==> config.mk <==
export PLATFORM = sky130hd
export DESIGN_NAME = mem_sram_ctrl_flat
export DESIGN_NICKNAME = d
export VERILOG_FILES = /design/src/rtl/mem_sram_ctrl_pkg.sv /design/src/rtl/mem_sram_ctrl_if.sv /design/src/rtl/mem_sram_ctrl_wait_cnt.sv /design/src/rtl/mem_sram_ctrl.sv /design/src/flat_wrapper.sv
export SDC_FILE = /design/constraint.sdc
export NUM_CORES = 1
export LEC_CHECK = 0
export CORE_MARGIN = 2
export CORE_UTILIZATION = 41
export CTS_CLUSTER_DIAMETER = 200
export DETAILED_ROUTE_END_ITERATION = 7
export PLACE_DENSITY = 0.78
export REMOVE_ABC_BUFFERS = 1
export SKIP_CTS_REPAIR_TIMING = 1
export SYNTH_ARGS = -nofsm -noshare
export SYNTH_HDL_FRONTEND = slang
export SYNTH_SLANG_ARGS = --single-unit
==> constraint.sdc <==
create_clock -name clk -period 1.85 [get_ports clk]
set_input_delay 0.555 -clock clk [delete_from_list [all_inputs] [get_ports clk]]
set_output_delay 0.555 -clock clk [all_outputs]
set_load 0.01 [all_outputs]
==> src/rtl/mem_sram_ctrl_pkg.sv <==
// Shared definitions for the MEM-stage SRAM controller.
//   mem_state_e        : controller FSM states (IDLE, LOW, HIGH, DONE)
//   DATA_BASE_DEFAULT  : byte address that maps onto SRAM halfword 0
package arm_mem_pkg;

  typedef enum logic [1:0] {
    IDLE,
    LOW,
    HIGH,
    DONE
  } mem_state_e;

  localparam logic [31:0] DATA_BASE_DEFAULT = 32'd1024;

endpackage

==> src/rtl/mem_sram_ctrl_if.sv <==
// Pipeline-side memory request bus between the EXE->MEM register and the
// MEM-stage SRAM controller.
//   mem_r_en / mem_w_en : load / store request, held while ready=0
//   addr                : word-aligned byte address (ALU result)
//   wdata               : store data (Rm value)
//   rdata               : last completed load word
//   ready               : 1 = pipeline may advance
// master = pipeline side, slave = controller side.
interface mem_sram_ctrl_if;

  logic        mem_r_en;
  logic        mem_w_en;
  logic [31:0] addr;
  logic [31:0] wdata;
  logic [31:0] rdata;
  logic        ready;

  modport master (output mem_r_en, mem_w_en, addr, wdata, input rdata, ready);
  modport slave  (input mem_r_en, mem_w_en, addr, wdata, output rdata, ready);

endinterface

==> src/rtl/mem_sram_ctrl_wait_cnt.sv <==
// sram_wait_cnt: loadable down-counter that paces each halfword SRAM cycle.
//   clk, rst  : clock, asynchronous active-low reset
//   load      : reload with load_val (asserted on every FSM state entry)
//   load_val  : reload value (WAIT_CYCLES-1)
//   last      : counter has reached zero, i.e. final cycle of the phase
module sram_wait_cnt #(
  parameter int WIDTH = 2
) (
  input  logic             clk,
  input  logic             rst,
  input  logic             load,
  input  logic [WIDTH-1:0] load_val,
  output logic             last
);

  logic [WIDTH-1:0] cnt;

  // NOTE: sequential state uses non-blocking assignments so every flop
  // samples the pre-edge value of its neighbours.
  always_ff @(posedge clk or negedge rst) begin
    if (!rst) begin
      cnt <= '0;
    end else if (load) begin
      cnt <= load_val;
    end else if (cnt != '0) begin
      cnt <= cnt - 1'b1;
    end
  end

  assign last = (cnt == '0);

endmodule

==> src/rtl/mem_sram_ctrl.sv <==
// mem_sram_ctrl: MEM-stage responder that services 32-bit loads/stores as
// two halfword cycles on an external 16-bit asynchronous SRAM.
//   clk, rst    : clock, asynchronous active-low reset
//   bus         : mem_sram_ctrl_if.slave pipeline request bus
//   sram_addr   : halfword address {word index, half select}
//   sram_dq_o   : write data to the pad
//   sram_dq_oe  : pad output enable
//   sram_dq_i   : read data from the pad
//   sram_we_n   : active-low write strobe
// Optional feature macro: MEM_SRAM_READ_BUF_EN adds a single-entry load
// buffer that lets a repeated load finish without touching the SRAM.
module mem_sram_ctrl
  import arm_mem_pkg::*;
#(
  parameter int          WAIT_CYCLES = 2,
  parameter logic [31:0] DATA_BASE   = DATA_BASE_DEFAULT,
  parameter int          SRAM_AW     = 18
) (
  input  logic               clk,
  input  logic               rst,
  mem_sram_ctrl_if.slave     bus,
  output logic [SRAM_AW-1:0] sram_addr,
  output logic [15:0]        sram_dq_o,
  output logic               sram_dq_oe,
  input  logic [15:0]        sram_dq_i,
  output logic               sram_we_n
);

  localparam int IW = SRAM_AW - 1;
  localparam int CW = $clog2(WAIT_CYCLES) + 1;

  mem_state_e    state, state_next;
  logic          last;
  logic          req;
  logic [31:0]   req_off;
  logic [IW-1:0] req_idx;
  logic          unused_addr_bits;

  logic [IW-1:0] idx_q;
  logic [31:0]   wdata_q;
  logic          wr_q;
  logic [15:0]   low_hold;
  logic [31:0]   rdata_q;

  assign req     = bus.mem_r_en | bus.mem_w_en;
  // Offset from the data base wraps modulo 2^32; bits above the index are
  // dropped, which gives the intended silent wrap of out-of-range addresses.
  assign req_off = bus.addr - DATA_BASE;
  assign req_idx = req_off[IW+1:2];
  assign unused_addr_bits = ^{req_off[31:IW+2], req_off[1:0]};

`ifdef MEM_SRAM_READ_BUF_EN
  logic          buf_valid;
  logic [IW-1:0] buf_idx;
  logic [31:0]   buf_data;
  logic          buf_hit;

  // A store never takes the shortcut, even with the load enable also high.
  assign buf_hit = bus.mem_r_en & ~bus.mem_w_en & buf_valid & (buf_idx == req_idx);
`endif

  always_ff @(posedge clk or negedge rst) begin
    if (!rst) state <= IDLE;
    else      state <= state_next;
  end

  // NOTE: every signal driven here gets a default first, so no path through
  // the case statement can leave one unassigned and infer a latch.
  always_comb begin
    state_next = state;
    unique case (state)
      IDLE: begin
        if (req) begin
`ifdef MEM_SRAM_READ_BUF_EN
          state_next = buf_hit ? DONE : LOW;
`else
          state_next = LOW;
`endif
        end
      end
      LOW:  if (last) state_next = HIGH;
      HIGH: if (last) state_next = DONE;
      DONE: state_next = IDLE;
      default: state_next = IDLE;
    endcase
  end

  // The counter reloads on every state entry so each phase lasts exactly
  // WAIT_CYCLES cycles regardless of the previous phase.
  sram_wait_cnt #(.WIDTH(CW)) u_wait_cnt (
    .clk      (clk),
    .rst      (rst),
    .load     (state_next != state),
    .load_val (CW'(WAIT_CYCLES - 1)),
    .last     (last)
  );

  // Pad controls are decoded from the state register, so an asynchronous
  // reset releases the write strobe and the pad driver immediately.
  always_comb begin
    sram_addr  = '0;
    sram_dq_o  = '0;
    sram_dq_oe = 1'b0;
    sram_we_n  = 1'b1;
    if (state == LOW || state == HIGH) begin
      sram_addr = {idx_q, (state == HIGH)};
      if (wr_q) begin
        sram_dq_oe = 1'b1;
        sram_we_n  = 1'b0;
        sram_dq_o  = (state == HIGH) ? wdata_q[31:16] : wdata_q[15:0];
      end
    end
  end

  always_ff @(posedge clk or negedge rst) begin
    if (!rst) begin
      idx_q    <= '0;
      wdata_q  <= '0;
      wr_q     <= 1'b0;
      low_hold <= '0;
      rdata_q  <= '0;
`ifdef MEM_SRAM_READ_BUF_EN
      buf_valid <= 1'b0;
      buf_idx   <= '0;
      buf_data  <= '0;
`endif
    end else begin
      // Request is latched once; the pipeline is frozen until DONE anyway.
      if (state == IDLE && state_next == LOW) begin
        idx_q   <= req_idx;
        wdata_q <= bus.wdata;
        wr_q    <= bus.mem_w_en;
      end
      if (state == LOW && last && !wr_q) low_hold <= sram_dq_i;
      if (state == HIGH && last && !wr_q) begin
        rdata_q <= {sram_dq_i, low_hold};
`ifdef MEM_SRAM_READ_BUF_EN
        buf_valid <= 1'b1;
        buf_idx   <= idx_q;
        buf_data  <= {sram_dq_i, low_hold};
`endif
      end
`ifdef MEM_SRAM_READ_BUF_EN
      if (state == IDLE && bus.mem_w_en && buf_valid && buf_idx == req_idx)
        buf_data <= bus.wdata;
      if (state == IDLE && state_next == DONE)
        rdata_q <= buf_data;
`endif
    end
  end

  // The request cycle in IDLE already stalls; ready rises only in DONE.
  assign bus.ready = (state == DONE) | ((state == IDLE) & ~req);
  assign bus.rdata = rdata_q;

endmodule
==> src/flat_wrapper.sv <==
// flat-port wrapper written by rule: the top's interface ports become plain ports
module mem_sram_ctrl_flat import arm_mem_pkg::*;
#(
  parameter int          WAIT_CYCLES = 2,
  parameter logic [31:0] DATA_BASE   = DATA_BASE_DEFAULT,
  parameter int          SRAM_AW     = 18
)
  (clk, rst, sram_addr, sram_dq_o, sram_dq_oe, sram_dq_i, sram_we_n, bus_mem_r_en, bus_mem_w_en, bus_addr, bus_wdata, bus_rdata, bus_ready);
  mem_sram_ctrl_if bus_i ();
  input  logic clk;
  input  logic rst;
  output logic [SRAM_AW-1:0] sram_addr;
  output logic [15:0] sram_dq_o;
  output logic sram_dq_oe;
  input  logic [15:0] sram_dq_i;
  output logic sram_we_n;
  input wire logic [$bits(bus_i.mem_r_en)-1:0] bus_mem_r_en;
  input wire logic [$bits(bus_i.mem_w_en)-1:0] bus_mem_w_en;
  input wire logic [$bits(bus_i.addr)-1:0] bus_addr;
  input wire logic [$bits(bus_i.wdata)-1:0] bus_wdata;
  output wire logic [$bits(bus_i.rdata)-1:0] bus_rdata;
  output wire logic [$bits(bus_i.ready)-1:0] bus_ready;
  assign bus_i.mem_r_en = bus_mem_r_en;
  assign bus_i.mem_w_en = bus_mem_w_en;
  assign bus_i.addr = bus_addr;
  assign bus_i.wdata = bus_wdata;
  assign bus_rdata = bus_i.rdata;
  assign bus_ready = bus_i.ready;
  mem_sram_ctrl #(.WAIT_CYCLES(WAIT_CYCLES), .DATA_BASE(DATA_BASE), .SRAM_AW(SRAM_AW)) u_core (.clk(clk), .rst(rst), .bus(bus_i), .sram_addr(sram_addr), .sram_dq_o(sram_dq_o), .sram_dq_oe(sram_dq_oe), .sram_dq_i(sram_dq_i), .sram_we_n(sram_we_n));
endmodule
==> metrics, run 1 <==
Nets=598; CTS buffer count=9; H-tree depth=3; yosys warns=0; outcome=finished, violations left; Worst-path clk slew=0.09 ns; Clk pwr share=0.124; FFs w/ async S/R, synth=1.00; Combinational Power Share=0.529; GRT Total Usage=0.161; # rows=38; Synth top area share=0.570; top cells by area, synth=dfrtp_1 (57%), mux2_2 (22%), mux2i_1 (3.6%); IO buf count=137; M3 GR Usage=0.0295; post-route ant nets=0; Clock Tree Root=clkbuf_8; post-DR vias/cell=4.83; Initial DRT Pass Iterations=4; most crowded layer after global routing=met2; post-DR wirelength/cell=15.9 um; initial antenna violation count=0; R2R setup slack=0.14 ns; die area=11,800 um2; gr ovfl total=0; Core Footprint=10,700 um2; Initial Utilization=0.417; part of the power in registers=0.347; Yosys top cell by area=dfrtp_1; worst-margin pin slew=0.390 ns; CP Capture Type=output port; Hold Path Class=input pin to asynchronous set/reset pin; Post-synth EDFFs=0; hold_ws=0.0912 ns; Final WS setup=-0.414 ns; Max Cap Viol=0; drt drc=0; pre-CTS setup slack=-0.561 ns; Critical Path AT=1.71 ns; area grow syn2layout=51.5%; antenna cells=0; dpl hpwl=6870 um; LEAKAGE=0.00317 uW; met1 usage in global routing=0.197; GPL Wtd Cong=0.792; main flop type after synthesis=dfrtp_1; iteration-0 DRC count of the detailed router=101; first-pass GRT wire length=14,800 um; clk_lat worst skew=0.36 ns; # IOs=153; Critical Path Source=u_core.state[1]$_DFF_PN0_; share of cells above drive strength 1=0.412; Max Clk Rate=0.442 GHz; Final Skew=0.00568 ns; crit start category=flip-flop; cell depth of the worst flop-to-flop path=7; Die Y=108 um; Unique masters post-synth=36; Pwr Density=1670 nW/um2; met2 Usage GRT=0.273; Peak supply drop=0.00106 V; syn avg cell area=13.5 um2; sequential area share after synthesis=0.570; fin crit share=1.22; Sw Pwr=3650 uW; final max-slew violation count=0; vias post-DR=3,149; vias in the first global route=3,149; Worst EP required=1.29 ns; Setup TNS Final=-11.72 ns; die extent in x=108 um; class of the most critical setup path=flip-flop to output port; unrepaired setup endpoints after global routing=true; final setup fails=37; Fin. Hold Viols=0; Routed WL=10,300 um; post-synthesis instance total=332; Max-Slew Margin vs Limit=0.738; #FFs+latches synth=102; min cycle time layout=2.26 ns; Reg2Reg Launch Point=u_core.state[1]$_DFF_PN0_; failing checks=setup timing; CTS sink cnt=102; maximum root-to-sink buffer count=2; Tot Pwr=11,300 uW; Switching Fraction=0.323; R2R Path End=u_core.u_wait_cnt.cnt[0]$_DFFE_PN0P_; Critical Path End=sram_dq_o[1]; Post-Syn Area=4480 um2; largest net degree at the start of global routing=42; crit-path max FO=8; CTS tree=built; Internal=7660 uW
## layout by cell type, fill, tap and decap left out, drive strengths merged
cell and n:
a21oi 2, dfrtp 102, dlymetal6s2s 27, a2111oi 1
nor2 21, ha 7, o21bai 1, inv 7
nor3b 1, o21ai 10, bufinv 1, a21o 1
nor3 3, clkdlybuf4s50 73, and2 17, o31a 1
nand2 17, buf 62, nand3b 1, nor2b 2
o22ai 1, clkbuf 31, a2111o 1, xor2 2
nor4 1, a221oi 1, nand3 1, mux2i 16
or4 1, xnor2 6, and2b 1, or2 1
o32a 1, clkinv 2, mux2 89
## cell type report
type / count / area, um2
inverter: 7 / 26.3
sequential: 102 / 2550
clock buffer: 13 / 149
multi-input combinational: 207 / 1920
clock inverter: 3 / 43.8
fill: 842 / 3960
timing repair buffer: 180 / 1920
tap: 140 / 175
## layer usage
metal	vias up	wire, um	part of all wire
li1	1495	-	-
met1	1570	4400	0.43
met2	71	5330	0.52
met3	13	419	0.041
met4	0	183	0.018
met5	-	0	0
## state kept, by name, summed over array words and instances (netlist names)
| signal | cells |
|---|---|
| u_core.wr_q | 1 |
| u_core.wdata_q | 32 |
| u_core.low_hold | 16 |
| u_core.state | 2 |
| u_core.bus.rdata | 32 |
| u_core.u_wait_cnt.cnt | 2 |
| u_core.idx_q | 17 |
## synthesized netlist by cell type (all sizes together) (3+ instances only)
| cell type | number |
|---|---|
| dfrtp | 102 |
| mux2 | 89 |
| nor2 | 21 |
| and2 | 17 |
| nand2 | 17 |
| mux2i | 16 |
| buf | 14 |
| o21ai | 10 |
| ha | 7 |
| inv | 7 |
| xnor2 | 6 |
| nor3 | 3 |
## power by group through the flow
stage,Sequential [uW],Clock [uW],Combinational [uW]
final,3930,1400,5990
after global routing,4070,1530,6410
after CTS,3920,1450,5210
after detailed placement,3960,0,5190
after global placement,3880,0,5080
after floorplan,4010,0,2530
## cells by family after synthesis
logic type               count (synthesis)  share of synthesized area
flip-flops                             102                      0.570
buffers and inverters                   23                     0.0274
multiplexers                           105                      0.260
AO/OA/AOI/OAI                           20                     0.0305
adder cells (fa/ha/maj)                  7                     0.0196
AND/OR/NAND/NOR                         67                     0.0771
XOR/XNOR                                 8                     0.0157
## worst min-delay path by stage
stage                                             endpoint  cells past startpoint
after floorplan            u_core.bus.rdata[0]$_DFFE_PN0P_                      0
after global placement        u_core.idx_q[16]$_DFFE_PN0P_                      2
after detailed placement      u_core.idx_q[15]$_DFFE_PN0P_                      2
after CTS                  u_core.low_hold[15]$_DFFE_PN0P_                      1
after global routing      u_core.bus.rdata[21]$_DFFE_PN0P_                      1
final                     u_core.bus.rdata[21]$_DFFE_PN0P_                      1
## critical path, cell delays in order (launching register included)
cell	delay [ns]
dfrtp_1	0.40
buf_6	0.13
ha_4	0.18
buf_12	0.14
buf_4	0.13
mux2i_1	0.11
nor2_1	0.10
clkbuf_2	0.14
## metrics by stage
step	std cells	util	instance area (um2)
6_report	652	0.631	6780
5_1_grt	652	0.631	6780
4_1_cts	633	0.594	6380
3_5_place_dp	617	0.576	6190
3_3_place_gp	617	0.576	6190
2_1_floorplan	316	-	4380
Power figures use the tool's default switching activity.
==> run 2, diff against run 1 <==
CORE_ASPECT_RATIO = 0.8   (was unset)
CORE_UTILIZATION = 46   (was 41)
PLACE_DENSITY = 0.83   (was 0.78)
clock period = 2.5 ns   (was 1.85 ns; I/O delays follow)
==> metrics, run 2 (same netlist as run 1, synthesis figures left out) <==
outcome=finished clean; crit-path max FO=8; fin crit share=0.977; Worst-path clk slew=0.07 ns; clk_lat worst skew=0.33 ns; Initial Utilization=0.468; Hold Path Class=input pin to asynchronous set/reset pin; post-DR wirelength/cell=15.7 um; initial antenna violation count=0; # IOs=153; Worst EP required=1.75 ns; min cycle time layout=2.44 ns; largest net degree at the start of global routing=47; placed instance area=6120 um2; Final Skew=0.00996 ns; final max-slew violation count=0; IO buf count=137; Fin. Hold Viols=0; Setup TNS Final=0 ns; cell depth of the worst flop-to-flop path=7; iteration-0 DRC count of the detailed router=109; Max Cap Viol=0; Initial DRT Pass Iterations=4; gr ovfl total=0; design area=6540 um2; Critical Path Stages=7; share of cells above drive strength 1=0.300; most frequent cells in the layout=dfrtp_1 (102), clkdlybuf4s50_1 (99), mux2_2 (86); Clock Tree Root=clkbuf_16; placed cell count=592; post-route ant nets=0; worst-path cell chain=inv_2, buf_4, ha_4, buf_8, mux2i_2, nor2_1, clkbuf_2; CTS sink cnt=102; class of the most critical setup path=flip-flop to output port; Peak supply drop=0.000691 V; CTS buffer count=9; # rows=32; pre-CTS setup slack=-0.241 ns; Core Footprint=9570 um2; maximum root-to-sink buffer count=2; Max-Slew Margin vs Limit=0.615; Final WS setup=0.0567 ns; slowest cell on the critical path=dfrtp_1; worst-margin pin slew=0.578 ns; R2R setup slack=0.68 ns; LEAKAGE=0.00312 uW; dpl hpwl=6880 um; Nets=579; die extent in x=114 um; GRT Total Usage=0.187; CP Capture Type=output port; CTS tree=built; post-DR vias/cell=4.99; crit path buf inv count=4; final setup fails=0; GPL Wtd Cong=0.718; H-tree depth=3; antenna cells=0; Final Instance Count excl. Fillers=612; Pwr Density=1250 nW/um2; Die Y=92.2 um; delay-heaviest family, CP=buffers and inverters; Critical Path AT=1.69 ns; R2R Path End=u_core.u_wait_cnt.cnt[1]$_DFFE_PN0P_; area grow syn2layout=46.1%; drt drc=0; most common cell after layout, fill and taps aside=dfrtp_1; vias in the first global route=3,223; vias post-DR=3,055; crit start category=flip-flop; Reg2Reg Launch Point=u_core.state[0]$_DFF_PN0_; CP max stage delay=0.40 ns; Max Clk Rate=0.409 GHz; first-pass GRT wire length=15,600 um; die area=10,500 um2; Tot Pwr=8200 uW; Routed WL=9620 um
[run 2: layer usage]
layer	share of wire	routed length, um	GRT usage
met1	0.42	4010	0.235
met2	0.52	5020	0.323
met3	0.053	509	0.0549
met4	0.0079	76	0.0396
met5	0	0	0
[run 2: worst max-delay path by stage]
stage / start / endpoint / slack (ns)
final: u_core.state[0]$_DFF_PN0_ / sram_dq_o[12] / 0.06
after global routing: u_core.state[0]$_DFF_PN0_ / sram_dq_o[7] / -0.03
after CTS: u_core.state[0]$_DFF_PN0_ / sram_dq_o[6] / -0.39
after detailed placement: bus_mem_w_en / bus_ready / -0.24
after global placement: bus_mem_w_en / bus_ready / -0.24
after floorplan: bus_mem_w_en / u_core.idx_q[0]$_DFFE_PN0P_ / -0.49
[run 2: worst reg2reg max path: cells and delay by family (launching register included)]
kind	cells	cell delay (ns)
AOI/OAI and AO/OA	3	0.64
adders and majority gates	1	0.23
buffers and inverters	2	0.24
DFF	1	0.37
and+or+nand+nor	1	0.21
[run 2: cell type report]
class                      count  area [um2]
tap                          119         149
clock buffer                  11         233
inverter                       7        26.3
timing repair buffer         161        1650
fill                         715        3030
multi-input combinational    207        1850
clock inverter                 5        83.8
sequential                   102        2550
[run 2: report_power, final]
part           total (uW)  internal (uW)  switching (uW)
logic                3820           2270            1550
registers            2910           2500             413
clock network        1470            880             594
total                8200           5650            2560
[run 2: per-stage QoR]
step           hold WS [ns]  utilization
5_1_grt               0.450        0.683
6_report              0.413        0.683
4_1_cts               0.430        0.672
2_1_floorplan         0.442            -
3_3_place_gp          0.460        0.639
3_5_place_dp          0.471        0.639
